<file path="src/rtl/fpu_pkg.sv">
// Shared definitions for the fpu command sequencer: opcodes, flag bit
// positions, default datapath latency and result classification.
package fpu_pkg;

  localparam logic [1:0] OP_ADD = 2'b00;
  localparam logic [1:0] OP_SUB = 2'b01;
  localparam logic [1:0] OP_DIV = 2'b10;
  localparam logic [1:0] OP_MUL = 2'b11;

  localparam int unsigned FLG_NAN  = 2;
  localparam int unsigned FLG_INF  = 1;
  localparam int unsigned FLG_ZERO = 0;
  localparam int unsigned FLG_W    = 3;

  localparam int unsigned FPU_LAT_DFLT = 1;

  // {nan, inf, zero} classification of an IEEE-754 single word
  function automatic logic [FLG_W-1:0] fp_classify(input logic [31:0] word);
    logic [7:0]       expo;
    logic [22:0]      man;
    logic [FLG_W-1:0] flags;
    expo            = word[30:23];
    man             = word[22:0];
    flags           = '0;
    flags[FLG_NAN]  = (expo == 8'hFF) && (man != 23'd0);
    flags[FLG_INF]  = (expo == 8'hFF) && (man == 23'd0);
    flags[FLG_ZERO] = (expo == 8'h00) && (man == 23'd0);
    return flags;
  endfunction

endpackage

</file>
<file path="src/rtl/fpu_result_fifo.sv">
// Result FIFO: synchronous reset, registered pointers, non-fall-through.
// Ports:
//   clk, rst        clock, synchronous active-high reset
//   push, push_data write one entry (caller guarantees space)
//   pop             remove head; ignored when empty
//   valid           FIFO not empty
//   head            head entry, forced to 0 when empty
//   count           number of stored entries (0..DEPTH)
module fpu_result_fifo #(
  parameter int unsigned WIDTH = 8,
  parameter int unsigned DEPTH = 4
) (
  input  logic                       clk,
  input  logic                       rst,
  input  logic                       push,
  input  logic [WIDTH-1:0]           push_data,
  input  logic                       pop,
  output logic                       valid,
  output logic [WIDTH-1:0]           head,
  output logic [$clog2(DEPTH+1)-1:0] count
);

  localparam int unsigned AW = $clog2(DEPTH);
  localparam int unsigned CW = $clog2(DEPTH + 1);

  logic [WIDTH-1:0] mem [DEPTH];
  logic [AW-1:0]    wr_ptr;
  logic [AW-1:0]    rd_ptr;
  logic [CW-1:0]    cnt;
  logic             do_pop;

  assign valid  = (cnt != '0);
  assign do_pop = pop && valid;
  assign head   = valid ? mem[rd_ptr] : '0;
  assign count  = cnt;

  // Pointers wrap naturally because DEPTH is a power of two
  always_ff @(posedge clk) begin
    if (rst) begin
      wr_ptr <= '0;
      rd_ptr <= '0;
      cnt    <= '0;
    end else begin
      if (push)   wr_ptr <= wr_ptr + AW'(1);
      if (do_pop) rd_ptr <= rd_ptr + AW'(1);
      case ({push, do_pop})
        2'b10:   cnt <= cnt + CW'(1);
        2'b01:   cnt <= cnt - CW'(1);
        default: cnt <= cnt;
      endcase
    end
  end

  // Storage is not reset; only entries behind a valid count are ever read
  always_ff @(posedge clk) begin
    if (push && !rst) mem[wr_ptr] <= push_data;
  end

  // Credit flow control upstream must make overflow impossible
  always_ff @(posedge clk) begin
    if (!rst) begin
      assert (!(push && !do_pop && (cnt == CW'(DEPTH))));
    end
  end

endmodule

</file>
<file path="src/rtl/fpu_sequencer.sv">
// Command front-end and result collector around a fixed-latency fpu.
// Ports:
//   clk, rst                          clock, synchronous active-high reset
//   cmd_valid/cmd_ready               command handshake (credit based)
//   cmd_a, cmd_b, cmd_op, cmd_tag     command payload
//   fpu_a, fpu_b, fpu_opcode          registered operands to the fpu
//   fpu_o                             fpu result, FPU_LAT stages after sampling
//   res_valid/res_ready               result handshake
//   res_data, res_tag, res_flags      FIFO head (0 when res_valid is low)
//   idle                              nothing in flight and FIFO empty
module fpu_sequencer
  import fpu_pkg::*;
#(
  parameter int unsigned TAG_W   = 4,
  parameter int unsigned DEPTH   = 4,
  parameter int unsigned FPU_LAT = FPU_LAT_DFLT
) (
  input  logic             clk,
  input  logic             rst,
  input  logic             cmd_valid,
  output logic             cmd_ready,
  input  logic [31:0]      cmd_a,
  input  logic [31:0]      cmd_b,
  input  logic [1:0]       cmd_op,
  input  logic [TAG_W-1:0] cmd_tag,
  output logic [31:0]      fpu_a,
  output logic [31:0]      fpu_b,
  output logic [1:0]       fpu_opcode,
  input  logic [31:0]      fpu_o,
  output logic             res_valid,
  input  logic             res_ready,
  output logic [31:0]      res_data,
  output logic [TAG_W-1:0] res_tag,
  output logic [2:0]       res_flags,
  output logic             idle
);

  localparam int unsigned CW = $clog2(DEPTH + 1);
  localparam int unsigned IW = $clog2(FPU_LAT + 2);
  localparam int unsigned OW = CW + 1;
  localparam int unsigned PL = FPU_LAT + 1;

  typedef struct packed {
    logic [31:0]      data;
    logic [TAG_W-1:0] tag;
    logic [FLG_W-1:0] flags;
  } res_t;

  logic             accept;
  logic             capture;
  logic [PL-1:0]    pipe_vld;
  logic [TAG_W-1:0] pipe_tag [PL];
  logic [IW-1:0]    inflight;
  logic [CW-1:0]    fifo_count;
  logic [OW-1:0]    occ;
  res_t             push_word;
  res_t             head_word;

  // Every accepted command holds a credit until its result is popped
  assign occ       = OW'(inflight) + OW'(fifo_count);
  assign cmd_ready = !rst && (occ < OW'(DEPTH));
  assign accept    = cmd_valid && cmd_ready;
  assign capture   = pipe_vld[PL-1];
  assign idle      = (occ == '0) && !rst;

  // Operand registers feeding the fpu
  always_ff @(posedge clk) begin
    if (rst) begin
      fpu_a      <= '0;
      fpu_b      <= '0;
      fpu_opcode <= '0;
    end else if (accept) begin
      fpu_a      <= cmd_a;
      fpu_b      <= cmd_b;
      fpu_opcode <= cmd_op;
    end
  end

  // Valid/tag shift pipe: one stage for the operand register plus FPU_LAT
  always_ff @(posedge clk) begin
    if (rst) begin
      pipe_vld <= '0;
      for (int i = 0; i < PL; i++) pipe_tag[i] <= '0;
    end else begin
      pipe_vld[0] <= accept;
      pipe_tag[0] <= cmd_tag;
      for (int i = 1; i < PL; i++) begin
        pipe_vld[i] <= pipe_vld[i-1];
        pipe_tag[i] <= pipe_tag[i-1];
      end
    end
  end

  // In-flight counter: +1 on accept, -1 on capture
  always_ff @(posedge clk) begin
    if (rst) begin
      inflight <= '0;
    end else begin
      case ({accept, capture})
        2'b10:   inflight <= inflight + IW'(1);
        2'b01:   inflight <= inflight - IW'(1);
        default: inflight <= inflight;
      endcase
    end
  end

  assign push_word = '{data: fpu_o, tag: pipe_tag[PL-1], flags: fp_classify(fpu_o)};

  fpu_result_fifo #(
    .WIDTH ($bits(res_t)),
    .DEPTH (DEPTH)
  ) u_fifo (
    .clk       (clk),
    .rst       (rst),
    .push      (capture),
    .push_data (push_word),
    .pop       (res_ready),
    .valid     (res_valid),
    .head      (head_word),
    .count     (fifo_count)
  );

  assign res_data  = head_word.data;
  assign res_tag   = head_word.tag;
  assign res_flags = head_word.flags;

  always_ff @(posedge clk) begin
    if (!rst) begin
      assert (occ <= OW'(DEPTH));
    end
  end

endmodule

</file>
<file path="config.mk">
export PLATFORM = sky130hd
export DESIGN_NAME = fpu_sequencer
export DESIGN_NICKNAME = d
export VERILOG_FILES = /design/src/rtl/fpu_pkg.sv /design/src/rtl/fpu_result_fifo.sv /design/src/rtl/fpu_sequencer.sv
export SDC_FILE = /design/constraint.sdc
export NUM_CORES = 1
export LEC_CHECK = 0
export ABC_CLOCK_PERIOD_IN_PS = 8000
export CAP_MARGIN = 40
export CORE_UTILIZATION = 45
export CTS_CLUSTER_SIZE = 14
export DETAILED_ROUTE_END_ITERATION = 12
export PLACE_DENSITY = 0.74
export SETUP_SLACK_MARGIN = 0.05
export SKIP_CTS_REPAIR_TIMING = 1
export SLEW_MARGIN = 20
export SYNTH_ARGS = -nofsm -noshare
export SYNTH_HDL_FRONTEND = slang
export SYNTH_HIERARCHICAL = 1
export SYNTH_SLANG_ARGS = --single-unit
</file>
<file path="constraint.sdc">
create_clock -name clk -period 8 [get_ports clk]
set_clock_uncertainty 0.1 [all_clocks]
set_input_delay 1.6 -clock clk [delete_from_list [all_inputs] [get_ports clk]]
set_output_delay 1.6 -clock clk [all_outputs]
set_load 0.02 [all_outputs]
</file>
# == After elaboration in Yosys (flattened, before gate mapping) ==
# Memories as Yosys holds them, arrays and structs flattened. A register that Yosys moved wholly into a read port is not among the register bits.
# Cells that the tools add are included.
# totals
register_bits,77
latchBits,0
ram_bits,164
mem_bits_ro,0
input_bits,106
wordCells,53
memories,2
# memory_table
name,words,word_bits,rd,rd_ports_with_merged_regs,write_ports,line,rtl
u_fifo.mem,4,39,1,1,1,fpu_result_fifo.sv:26,logic [WIDTH-1:0] mem [DEPTH];
pipe_tag,2,4,2,0,2,fpu_sequencer.sv:52,logic [TAG_W-1:0] pipe_tag [PL];
# op_classes
addsub,7
multipliers,0
div_mod_pow,0
order_cmp,1
eq_ne,5
shifts,0
n_mux,12
n_bitwise,2
n_reduce_logical,16
# op_table
cell,count
$mux 39,1
$logic_not 23->1,1
$reduce_bool 23->1,1
$eq 8x8->1 const B,1
$logic_and 1x1->1,8
$logic_not 8->1,1
$mux 4,2
$add 2x1->2 const B,3
$pmux 3 s2,1
$mux 1,5
$add 2x3->4,1
$eq 2x1->1 const B,2
$eq 2x2->1 const B,2
$logic_not 4->1,1
$lt 4x3->1 const B,1
$mux 2,2
$pmux 2 s2,1
$reduce_bool 2->1,2
$add 3x1->3 const B,1
$reduce_bool 3->1,1
$sub 3x1->3 const B,1
$or 1x1->1,2
$sub 2x1->2 const B,1
$logic_not 1->1,1

# == Logic depth before layout (Yosys ltp) ==
# Gate-level depths: netlist of run 1.
# logic_depth
word_depth,6
depth_mapped,11
mapped_depth_nobuf,10

# == Cells and area by module ==
# The synthesis of run 1 kept the hierarchy.
# modules_own_cells
mod,n_inst,cells_each,area_per_inst_um2,seq_area_each_um2
fpu_result_fifo,1,297,6327.3,4864.7
fpu_sequencer,1,204,2590.0,1561.5

# == Worst setup path after synthesis of run 1 ==
# OpenSTA, ideal clock, no wires.
# synth_path
path_kind,input -> output
start,in rst
end,out idle
t_arrival_ns,2.476
required_ns,6.300
setup_slack_ns,3.824
path_stages,2
path_cell_list,clkbuf_1 -> nor4_1
# synth_between
elab_chain_len,2
# synth_lines
element,line,rtl
"start, declared",fpu_sequencer.sv:19,"input logic rst,"
$logic_not 1->1,fpu_sequencer.sv:64,assign idle = (occ == '0) && !rst;
$logic_and 1x1->1,fpu_sequencer.sv:64,
"end, declared",fpu_sequencer.sv:35,output logic idle
# Every way passes these cells.

# == Final worst setup path of run 1 ==
# Ends and elaborated chain as after synthesis.

==> results of run 1 <==
[per-layer routing]
metal / wire, um / vias up / GRT usage (%) / part of all wire (%)
li1: - / 2400 / - / -
met1: 7270 / 2516 / 21.9 / 39
met2: 9140 / 225 / 32.3 / 49
met3: 1630 / 40 / 5.26 / 8.8
met4: 486 / 0 / 6.00 / 2.6
met5: 0 / - / 0 / 0
[critical path: cells and delay by family]
family	cells	cell delay, ns
buf+inv	3	1.31
simple gates	1	0.25
[registers in the layout, summed over array words and instances (netlist names), named ones only]
name	count
u_fifo/mem	156
u_fifo/count	3
fpu_a	32
pipe_tag	8
u_fifo/wr_ptr	2
fpu_b	32
fpu_opcode	2
inflight	2
pipe_vld	2
u_fifo/rd_ptr	2
[logic make-up after synthesis]
logic type | synth area share (%)
DFF | 72.1
and+or+nand+nor | 5.91
AOI/OAI and AO/OA | 7.31
muxes | 9.96
buffers and inverters | 2.60
adders and majority gates | 1.57
xor gates and xnor gates | 0.589
[worst min-delay path by stage]
| stage | start | cells after the start | end |
|---|---|---|---|
| after global placement | pipe_vld[0] | 1 | pipe_vld[1] |
| after CTS | pipe_vld[0] | 1 | pipe_vld[1] |
| after detailed placement | pipe_vld[0] | 1 | pipe_vld[1] |
| after floorplan | pipe_tag[0][0] | 1 | pipe_tag[0][4] |
| after global routing | pipe_tag[0][1] | 1 | pipe_tag[0][5] |
| final | pipe_vld[0] | 1 | pipe_vld[1] |
[power breakdown]
| group | switching (mW) | leakage (nW) | total [mW] | internal, mW |
|---|---|---|---|---|
| Sequential | 0.0351 | 2.14 | 1.42 | 1.38 |
| Clock | 0.451 | 0.431 | 1.17 | 0.719 |
| Combinational | 0.436 | 1.59 | 0.888 | 0.452 |
| Total | 0.922 | 4.16 | 3.47 | 2.55 |
[stage by stage]
step,cells,area [sq um]
2_1_floorplan,501,8920
3_3_place_gp,955,11200
3_5_place_dp,960,11300
4_1_cts,1005,12200
5_1_grt,1007,12200
6_report,1008,12200
[placed cells by master (no fill, tap or decap), drive strengths merged, types with 8 or more instances in the layout]
cell type and count:
ha 8, nor4 9, edfxtp 156, buf 11
nor2b 49, dfxtp 87, a22o 66, clkdlybuf4s50 213
clkbuf 36, mux4 39, inv 11, nor2 12
[layout make-up]
cell class                      count  area share [%]
Sequential cell                   243            52.5
Clock inverter                      9           0.562
Inverter                           10           0.307
Timing Repair Buffer              224            18.8
Multi-Input combinational cell    220            18.5
Clock buffer                       36            6.47
Tap cell                          265            2.71
Antenna cell                        1          0.0205
==> flow_summary.json, run 1 <==
{
  "gp_congestion": 0.770,
  "path_cells": "clkdlybuf4s50_1, buf_8, nor4_1, clkdlybuf4s50_1",
  "finalSetupViolations": 0,
  "tightest_slew_ns": 0.682,
  "cts_max_level": 1,
  "vias_per_cell": 5.14,
  "crit_fanout": 23,
  "rsz0062_at_grt": "no",
  "clockBufferDepth": 3,
  "vias": 5181,
  "grt_pass1_vias": 5401,
  "dp_hpwl_mm": 12.3,
  "setup_slack_ns": 3.14,
  "postSynthCellCount": 501,
  "numCtsBuffers": 25,
  "period_needed_ns": 4.86,
  "required_ns": 6.30,
  "regArea_sq_um": 6430,
  "insertion_delay_ns": 0.50,
  "maxCapViolations": 0,
  "die_area_sq_um": 20400,
  "io_pins": 214,
  "cts_root_buf": "clkbuf_16",
  "reg2reg_from": "u_fifo/count[0]",
  "synth_common_cells": "edfxtp_1, dfxtp_1, a22o_1",
  "post-place-ws_ns": 2.74,
  "drc": 0,
  "yosysSeqAreaShare_pct": 72.1,
  "p_total_mw": 3.47,
  "fmax_mhz": 206,
  "crit_top_cell": "clkdlybuf4s50_1",
  "path_class": "in2out",
  "reg2reg_slack_ns": 5.44,
  "p_per_area_nw_per_um2": 284,
  "synth_top_area_share_pct": 52.5,
  "critPathLaunchType": "input port",
  "end_kind": "primary output",
  "multi_input_area_sq_um": 2270,
  "vdd_ir_drop_max_uv": 191,
  "synthArstFlopShare_pct": 0,
  "drv_slew": 0,
  "crit_end": "idle",
  "wirelength_mm": 18.5,
  "grt_antenna_before_repair": 0,
  "path_clk_slew_ns": 0.06,
  "wl_per_cell_um": 18.4,
  "grt_pass1_wl_mm": 28.8,
  "synth_seq_cells": 243,
  "synth_edf_count": 156,
  "start_util_pct": 45.8,
  "reg2reg_to": "fpu_b[1]",
  "fillCellCount": 1386,
  "min_period_over_period_pct": 60.7,
  "setup_tns_ns": 0,
  "postRouteAntennaNets": 0,
  "cp_slowest_cell": "clkdlybuf4s50_1",
  "status": "completed",
  "die_x_um": 143,
  "grt_overflow": 0,
  "grt_max_degree": 68,
  "cpPeakStageDelay_ns": 0.66,
  "yosysMostFrequentCell": "edfxtp_1",
  "ys_top_cells_by_area": "edfxtp_1, dfxtp_1, mux4_2",
  "synth_warnings": 6,
  "synth_top_cell_by_area": "edfxtp_1",
  "row_count": 51,
  "arrival_ns": 3.16,
  "drt_iter0_markers": 239,
  "synth_cell_type_count": 31,
  "cts_tree": "yes",
  "syn2layout_area_growth_pct": 37.2,
  "fin_util_pct": 62.9,
  "core-area_sq_um": 19500,
  "grt.total_usage_pct": 18.5,
  "relSlewSlack_pct": 54.5,
  "synth_top_flop_cell": "edfxtp_1",
  "cts_sinks": 243,
  "die_y_um": 143,
  "syn_nets": 617,
  "worst_r2r_path_depth": 7,
  "drive_gt1_share_pct": 13.9,
  "holdWs_ns": 0.345,
  "drt_first_pass_iters": 6,
  "fin_nets": 840,
  "port_buffers": 213,
  "syn-cell-area_sq_um": 8920,
  "power.leakage_nw": 4.16,
  "synth_area_per_cell_sq_um": 17.8,
  "min_path_type": "reg2reg",
  "setup.worst_path.start": "rst",
  "hold_viol": 0
}
(Power assumes the default switching activity.)
==> run 2: changes to the inputs <==
--- a/config.mk
+++ b/config.mk
@@ -5,12 +5,12 @@
 export SDC_FILE = /design/constraint.sdc
 export NUM_CORES = 1
 export LEC_CHECK = 0
-export ABC_CLOCK_PERIOD_IN_PS = 8000
+export ABC_CLOCK_PERIOD_IN_PS = 4100
 export CAP_MARGIN = 40
 export CORE_UTILIZATION = 45
 export CTS_CLUSTER_SIZE = 14
 export DETAILED_ROUTE_END_ITERATION = 12
-export PLACE_DENSITY = 0.74
+export PLACE_DENSITY = 0.76
 export SETUP_SLACK_MARGIN = 0.05
 export SKIP_CTS_REPAIR_TIMING = 1
 export SLEW_MARGIN = 20
==> constraint.sdc (replaced) <==
create_clock -name clk -period 4.1 [get_ports clk]
set_clock_uncertainty 0.1 [all_clocks]
set_input_delay 0.82 -clock clk [delete_from_list [all_inputs] [get_ports clk]]
set_output_delay 0.82 -clock clk [all_outputs]
set_load 0.02 [all_outputs]
==> run 2 against run 1 <==
  * Power rose by 93%
  * Sequential share of layout area rose by 0.32 points
  * Die area did not move
  * Core utilization fell by 0.38 points
==> flow_summary.json, run 2 (synthesis results as in run 1) <==
{
  "status": "completed",
  "fin_nets": 840,
  "vias_per_cell": 5.19,
  "cts_sinks": 243,
  "crit_fanout": 34,
  "cts_root_buf": "clkbuf_16",
  "drc": 0,
  "p_total_mw": 6.72,
  "diodes": 0,
  "core-area_sq_um": 19500,
  "reg.largest.list": "u_fifo/mem (156), fpu_a (32), fpu_b (32)",
  "min_path_type": "reg2reg",
  "start_util_pct": 45.8,
  "gp_congestion": 0.839,
  "cp_slowest_cell": "clkdlybuf4s50_1",
  "postRouteAntennaNets": 0,
  "cp_top_family": "buffers and inverters",
  "hold_viol": 0,
  "finalSetupViolations": 0,
  "die_x_um": 143,
  "path_cells": "buf_12, mux4_2, nor2b_1, clkdlybuf4s50_1",
  "rsz0062_at_grt": "no",
  "dp_hpwl_mm": 12.7,
  "tightest_slew_ns": 0.682,
  "path_clk_slew_ns": 0.06,
  "fillCellCount": 1403,
  "p_per_area_nw_per_um2": 553,
  "die_y_um": 143,
  "layout.cells.non_filler": 1007,
  "end_kind": "primary output",
  "min_period_over_period_pct": 85.7,
  "multi_input_area_sq_um": 2270,
  "wirelength_mm": 19.0,
  "wl_per_cell_um": 18.9,
  "grt_antenna_before_repair": 0,
  "numCtsBuffers": 24,
  "grt_max_degree": 68,
  "vias": 5222,
  "fmax_mhz": 285,
  "period_needed_ns": 3.51,
  "drt_first_pass_iters": 4,
  "grt_overflow": 0,
  "grt.total_usage_pct": 18.9,
  "regArea_sq_um": 6430,
  "arrival_ns": 2.59,
  "critPathLaunchType": "register",
  "drive_gt1_share_pct": 14.0,
  "path_class": "reg2out",
  "die_area_sq_um": 20400,
  "insertion_delay_ns": 0.50,
  "cts_max_level": 1,
  "row_count": 51,
  "drt_iter0_markers": 245,
  "power.leakage_nw": 4.16,
  "required_ns": 3.18,
  "grt_pass1_wl_mm": 29.3,
  "final_cell_mix": "clkdlybuf4s50_1, edfxtp_1, dfxtp_1, a22o_1, nor2b_1",
  "grt_pass1_vias": 5498,
  "relSlewSlack_pct": 54.5,
  "cts_tree": "yes",
  "syn2layout_area_growth_pct": 36.4,
  "layout_commonest_cell": "clkdlybuf4s50_1",
  "dp_cells": 963,
  "drv_slew": 0,
  "largest_register_ff_count": 156,
  "port_buffers": 213,
  "cpPeakStageDelay_ns": 0.57,
  "setup_tns_ns": 0,
  "clockBufferDepth": 3,
  "maxCapViolations": 0,
  "regMostFlops": "u_fifo/mem",
  "io_pins": 214,
  "crit_buf_inv": 2,
  "vdd_ir_drop_max_uv": 357
}
## run 2: path summary, 6_finish.rpt
check / end / slack [ns] / start / cells after the start
min: pipe_vld[1] / 0.33 / pipe_vld[0] / 1
min reg2reg: pipe_vld[1] / 0.33 / pipe_vld[0] / 1
max reg2reg: fpu_b[11] / 1.59 / u_fifo/count[0] / 7
max: res_data[20] / 0.59 / register / 4
## run 2: metal layers
layer	share of wire, %	track usage (%)	wire [um]
met5	0	0	0
met4	2.5	6.28	475
met3	8.5	5.26	1620
met2	49	32.6	9390
met1	40	22.8	7550
## run 2: worst register-to-register path, delay by kind of cell, from the launching register on
kind / cells / cell delay, ns
flops: 1 / 0.36
compound gates: 3 / 0.70
fa+ha+maj: 2 / 0.62
buf+inv: 1 / 0.52
simple gates: 1 / 0.15
## run 2: report_power, final
part | internal (mW) | total (mW) | switching (mW)
Combinational | 0.870 | 1.70 | 0.834
Clock | 1.37 | 2.24 | 0.868
Sequential | 2.70 | 2.78 | 0.0813
## run 2: metrics by stage
step	setup WS (ns)	hold WS (ns)	area (sq um)	util, %
5_1_grt	0.458	0.351	12200	62.5
2_1_floorplan	1.39	0.314	8920	-
6_report	0.587	0.335	12200	62.5
3_3_place_gp	0.888	0.318	11300	58.0
3_5_place_dp	0.903	0.323	11300	58.1
4_1_cts	0.526	0.338	12200	62.5
## run 2: cell type report
class / count / area share (%)
Clock inverter: 12 / 0.658
Timing Repair Buffer: 225 / 18.5
Inverter: 10 / 0.309
Tap cell: 265 / 2.73
Multi-Input combinational cell: 220 / 18.7
Sequential cell: 243 / 52.9
Clock buffer: 32 / 6.31
